--- src/rtl/svpwm_period_sequencer.sv ---
// svpwm_period_sequencer: launches the SVPWM calculation once per PWM period.
// Ports: sys_clk/reset; init/run gates; volt valid/ready + U_alpha/U_beta in;
//        U_alpha/U_beta out, cal enable/done, period_start, stale, overrun, timeout.
module svpwm_period_sequencer #(
    parameter int DATA_WIDTH = 16,
    parameter int PERIOD_CNT = 5000,
    parameter int CAL_OFFSET = 0,
    parameter int DONE_TMO   = 1024
) (
    input  logic                         sys_clk,
    input  logic                         reset,
    input  logic                         system_initilization_done_in,
    input  logic                         run_enable_in,
    input  logic                         volt_valid_in,
    output logic                         volt_ready_out,
    input  logic signed [DATA_WIDTH-1:0] U_alpha_in,
    input  logic signed [DATA_WIDTH-1:0] U_beta_in,
    output logic signed [DATA_WIDTH-1:0] U_alpha_out,
    output logic signed [DATA_WIDTH-1:0] U_beta_out,
    output logic                         svpwm_cal_enable_out,
    input  logic                         svpwm_cal_done_in,
    output logic                         period_start_out,
    output logic                         stale_cmd_out,
    output logic                         overrun_out,
    output logic                         timeout_err_out
);

    localparam int CNT_W = (PERIOD_CNT > 1) ? $clog2(PERIOD_CNT) : 1;
    localparam int TMO_W = $clog2(DONE_TMO + 1);

    localparam logic [CNT_W-1:0] CNT_LAST = CNT_W'(PERIOD_CNT - 1);
    localparam logic [CNT_W-1:0] CNT_TRIG = CNT_W'(CAL_OFFSET);
    localparam logic [TMO_W-1:0] TMO_LAST = TMO_W'(DONE_TMO - 1);

    typedef enum logic [1:0] {
        S_OFF,
        S_IDLE,
        S_BUSY
    } state_t;

    state_t                  state;
    logic [CNT_W-1:0]        cnt;
    logic [TMO_W-1:0]        busy_cnt;
    logic                    stg_full;
    logic [DATA_WIDTH-1:0]   stg_alpha;
    logic [DATA_WIDTH-1:0]   stg_beta;

    logic run_ok;
    logic tick;
    logic busy_done;
    logic busy_tmo;
    logic busy_exit;
    logic launch;
    logic overrun;
    logic xfer;

    assign run_ok    = system_initilization_done_in & run_enable_in;
    assign tick      = run_ok && (state != S_OFF) && (cnt == CNT_TRIG);
    assign busy_done = (state == S_BUSY) && svpwm_cal_done_in;
    // busy_cnt counts BUSY cycles from 0, so the last allowed one is DONE_TMO-1.
    assign busy_tmo  = (state == S_BUSY) && !svpwm_cal_done_in
                       && (busy_cnt == TMO_LAST);
    assign busy_exit = busy_done | busy_tmo;
    // A BUSY exit on the trigger tick retires first, so the tick still launches.
    assign launch    = tick && ((state == S_IDLE) || busy_exit);
    assign overrun   = tick && (state == S_BUSY) && !busy_exit;

    // Launching frees the slot this cycle, so a command can enter alongside it.
    assign volt_ready_out = (state != S_OFF) && (!stg_full || launch);
    assign xfer           = volt_valid_in && volt_ready_out;

    always_ff @(posedge sys_clk or posedge reset) begin
        if (reset) begin
            state                <= S_OFF;
            cnt                  <= '0;
            busy_cnt             <= '0;
            stg_full             <= 1'b0;
            stg_alpha            <= '0;
            stg_beta             <= '0;
            U_alpha_out          <= '0;
            U_beta_out           <= '0;
            svpwm_cal_enable_out <= 1'b0;
            period_start_out     <= 1'b0;
            stale_cmd_out        <= 1'b0;
            overrun_out          <= 1'b0;
            timeout_err_out      <= 1'b0;
        end else begin
            svpwm_cal_enable_out <= launch;
            stale_cmd_out        <= launch && !stg_full;
            overrun_out          <= overrun;
            period_start_out     <= run_ok && (state != S_OFF) && (cnt == '0);

            if (!run_ok) begin
                // Drop straight to OFF; any in-flight calculation is abandoned.
                state    <= S_OFF;
                cnt      <= '0;
                busy_cnt <= '0;
                stg_full <= 1'b0;
            end else begin
                if ((state == S_OFF) || (cnt == CNT_LAST)) begin
                    cnt <= '0;
                end else begin
                    cnt <= cnt + 1'b1;
                end

                unique case (state)
                    S_OFF: begin
                        state           <= S_IDLE;
                        timeout_err_out <= 1'b0;
                    end
                    S_IDLE: begin
                        if (launch) begin
                            state    <= S_BUSY;
                            busy_cnt <= '0;
                        end
                    end
                    S_BUSY: begin
                        if (launch) begin
                            busy_cnt <= '0;
                        end else if (busy_exit) begin
                            state <= S_IDLE;
                        end else begin
                            busy_cnt <= busy_cnt + 1'b1;
                        end
                        if (busy_tmo) begin
                            timeout_err_out <= 1'b1;
                        end
                    end
                    default: begin
                        state <= S_OFF;
                    end
                endcase

                // Empty slot on launch: outputs keep the previous command.
                if (launch && stg_full) begin
                    U_alpha_out <= stg_alpha;
                    U_beta_out  <= stg_beta;
                end

                if (xfer) begin
                    stg_alpha <= U_alpha_in;
                    stg_beta  <= U_beta_in;
                    stg_full  <= 1'b1;
                end else if (launch) begin
                    stg_full <= 1'b0;
                end
            end
        end
    end

endmodule

--- config.mk ---
export PLATFORM = sky130hd
export DESIGN_NAME = svpwm_period_sequencer
export DESIGN_NICKNAME = d
export VERILOG_FILES = /design/src/rtl/svpwm_period_sequencer.sv
export SDC_FILE = /design/constraint.sdc
export NUM_CORES = 1
export LEC_CHECK = 0
export CAP_MARGIN = 20
export CORE_MARGIN = 5
export CORE_UTILIZATION = 25
export CTS_CLUSTER_DIAMETER = 60
export DETAILED_ROUTE_END_ITERATION = 6
export PLACE_DENSITY_LB_ADDON = 0.05
export RECOVER_POWER = 50
export REMOVE_ABC_BUFFERS = 1
export SYNTH_ARGS = -nofsm -noshare
export SYNTH_HDL_FRONTEND = slang
export SYNTH_SLANG_ARGS = --single-unit
--- constraint.sdc ---
create_clock -name sys_clk -period 2.95 [get_ports sys_clk]
set_input_delay 0.59 -clock sys_clk [delete_from_list [all_inputs] [get_ports sys_clk]]
set_output_delay 0.59 -clock sys_clk [all_outputs]
set_load 0.005 [all_outputs]
==> impl_metrics.json, run 1 <==
{
  "postSynth.asyncResetShare_pct": 100,
  "ys.flop_type": "sky130_fd_sc_hd__dfrtp_1",
  "clock_insertion_delay_worst_skew_ns": 0.34,
  "report.final.hold_viol_count": 0,
  "worst-endpoint-required_ns": 2.36,
  "synth_cell_types": 46,
  "violated_checks": "max-capacitance violations, max-slew violations",
  "setup_viol": 0,
  "h-tree-depth": 3,
  "groute.usage.overall_pct": 9.99,
  "slew_viol_final": 43,
  "worstPathMaxFanout": 5,
  "number_of_standard_cell_rows_in_the_floorplan": 47,
  "grt_remaining_overflow": 0,
  "vdd.ir_drop.worst_v": 0.000301,
  "start_util_pct": 25.4,
  "synth_seq_cells": 96,
  "fraction_of_layout_cells_with_a_size_suffix_above_1_pct": 25.1,
  "chipHeight_um": 139,
  "routed_wire_length_per_instance_um": 15.2,
  "postLayoutCellArea_um2": 5570,
  "synth.cell_area_um2": 4190,
  "antenna_found_initial": 0,
  "stdcell_count": 610,
  "avgSynthCellArea_um2": 13.9,
  "ctsLongestPathBuffers": 2,
  "drc_viols": 0,
  "synth_warnings": 0,
  "first_pass_grt_wire_length_mm": 15.3,
  "final-seq-area_um2": 2400,
  "initialDrtViolationCount": 163,
  "critical_path_arrival_ns": 2.25,
  "synthToLayoutAreaGrowth_pct": 32.9,
  "postSynthCellCount": 301,
  "core_area_um2": 16500,
  "layout.nets": 426,
  "vias_per_cell": 4.26,
  "crit_type": "reg -> out",
  "cts.root.buffer_cell": "sky130_fd_sc_hd__clkbuf_16",
  "placed_cells_incl_taps": 592,
  "drv.max_cap_violation_count": 1,
  "tightest_slew_ns": 1.71,
  "vias": 2597,
  "clock_sinks": 96,
  "setup.worst_path.start_class": "flop",
  "pin_count": 76,
  "multi_input_logic_area_um2": 1700,
  "final.period_utilization_pct": 96.4,
  "tritoncts": "done",
  "dr_pass1_iterations": 4,
  "hpwl_mm": 6.15,
  "synth_edf_count": 0,
  "post_dp_cell_area_um2": 5210,
  "power_dens_cells_nw_per_um2": 552,
  "portBuffers": 75,
  "period_minus_slack_ns": 2.84,
  "timing.hold.worst.class": "reg -> reg",
  "layout.cells.most_common": "sky130_fd_sc_hd__dfrtp_1",
  "sequential_fraction_of_the_synthesis_area_pct": 57.3,
  "grt_start_max_net_pins": 55,
  "die_x_um": 139,
  "ff2ff_path_depth": 8,
  "leakage_uw": 0.00252,
  "finalWirelength_mm": 9.26,
  "global_placer_s_final_weighted_congestion": 0.686,
  "timing.fmax_mhz": 352,
  "layout.cells.most_common_list": "sky130_fd_sc_hd__dfrtp_1 (96), sky130_fd_sc_hd__clkdlybuf4s50_1 (73), sky130_fd_sc_hd__mux2_2 (36)",
  "grt_pass1_vias": 2751,
  "floorplan.die_area_um2": 19500,
  "max_slew_margin_pct": -14.0,
  "hold_path_depth": 1,
  "cts-buffers-inserted": 9,
  "clkTransAtPathRegs_ns": 0.06,
  "worstSetupEndpointType": "output port",
  "layout.filler_cells": 1623,
  "status": "finished, violations left",
  "antenna_left": 0,
  "antenna_diodes": 0,
  "total_power_uw": 3080,
  "final_worst_clock_skew_ns": 0.00537
}
[final cells by class]
cell class	count	area share, %
sequential	96	43.1
multi-input combinational	188	30.4
timing repair buffer	83	15.1
tap	220	4.94
clock buffer	10	4.29
clock inverter	6	1.64
inverter	7	0.472
[through the flow]
step | worst slack [ns] | setup TNS [ns] | utilization [%] | hold slack, ns
3_5_place_dp | 0.182 | 0 | 31.5 | 0.486
5_1_grt | -0.0111 | -0.0111 | 33.7 | 0.515
3_3_place_gp | 0.202 | 0 | 31.5 | 0.482
6_report | 0.106 | 0 | 33.7 | 0.490
4_1_cts | 0.0131 | 0 | 33.5 | 0.496
2_1_floorplan | -0.145 | -13.96 | - | 0.455
[power breakdown]
group / leakage [uW] / total, uW / internal, uW / switching (uW)
combinational: 0.00109 / 297 / 209 / 88.0
clock: 0.000151 / 1280 / 769 / 513
sequential: 0.00129 / 1500 / 1440 / 61.3
[cells in the mapped netlist (4+ instances only)]
cell | count | area share, %
sky130_fd_sc_hd__nand3_1 | 7 | 0.84
sky130_fd_sc_hd__nor3_1 | 4 | 0.48
sky130_fd_sc_hd__inv_1 | 7 | 0.63
sky130_fd_sc_hd__nor2_1 | 22 | 2.0
sky130_fd_sc_hd__and3_1 | 9 | 1.3
sky130_fd_sc_hd__a211o_1 | 4 | 0.84
sky130_fd_sc_hd__mux2_2 | 36 | 9.7
sky130_fd_sc_hd__nand2_1 | 14 | 1.3
sky130_fd_sc_hd__buf_2 | 5 | 0.60
sky130_fd_sc_hd__mux2_4 | 29 | 10
sky130_fd_sc_hd__dfrtp_1 | 96 | 57
sky130_fd_sc_hd__xor2_1 | 8 | 1.7
sky130_fd_sc_hd__xnor2_1 | 4 | 0.84
sky130_fd_sc_hd__nor2b_1 | 4 | 0.60
[layer usage]
layer  GRT usage (%)  vias to the layer above  part of all wire [%]
met5               0                        -                     0
li1                -                     1242                     -
met1            13.9                     1295                    48
met4            4.48                        0                   2.1
met2            14.8                       49                    46
met3            2.44                       11                   4.2
[path summary, 6_finish.rpt]
| check | to | slack, ns | startpoint |
|---|---|---|---|
| max reg2reg | stg_beta[15] | 0.50 | busy_cnt[0] |
| min reg2reg | cnt[0] | 0.49 | cnt[0] |
| max in group asynchronous | stg_beta[14] | 0.67 | reset |
| max | volt_ready_out | 0.11 | busy_cnt[0] |
| min | cnt[0] | 0.49 | cnt[0] |
| min in group asynchronous | U_alpha_out[3] | 1.22 | reset |
[what timing repair did]
item / 4_1_cts / 5_1_grt
cloned: 0 / 0
pin swaps: 1 / 1
setup buffers: 0 / 2
hold buffers: 0 / 0
endpoints found under the setup margin: 1 / 1
gates resized for setup: 0 / 4
[critical path, stage by stage, from the launching register on]
cell	delay (ns)
sky130_fd_sc_hd__dfrtp_1	0.46
sky130_fd_sc_hd__ha_4	0.20
sky130_fd_sc_hd__nand3_2	0.14
sky130_fd_sc_hd__nor4_4	0.36
sky130_fd_sc_hd__o211ai_4	0.10
sky130_fd_sc_hd__a21oi_1	0.15
sky130_fd_sc_hd__clkdlybuf4s50_1	0.51
[sequential cells by signal, summed over array words and instances, names as in the netlist, 2 cells and up]
| name | flops |
|---|---|
| U_beta_out | 16 |
| state | 2 |
| busy_cnt | 11 |
| cnt | 13 |
| stg_beta | 16 |
| U_alpha_out | 16 |
| stg_alpha | 16 |
[cell families (layout without fill, tap and decap cells)]
| group | count (synthesis) | count (layout) | synth area share (%) |
|---|---|---|---|
| AOI/OAI and AO/OA | 26 | 26 | 5.49 |
| adders and majority gates | 3 | 3 | 0.896 |
| DFF | 96 | 96 | 57.3 |
| buffers and inverters | 17 | 106 | 2.84 |
| muxes | 65 | 65 | 20.1 |
| xor gates and xnor gates | 12 | 12 | 2.51 |
| and+or+nand+nor | 82 | 82 | 10.9 |
(Power assumes the default switching activity.)
==> run 2, diff against run 1 <==
Settings changed: CTS_CLUSTER_SIZE from default to 30.
==> results of run 2 <==
Final layout, timing and power as in run 1 (identical DEF).
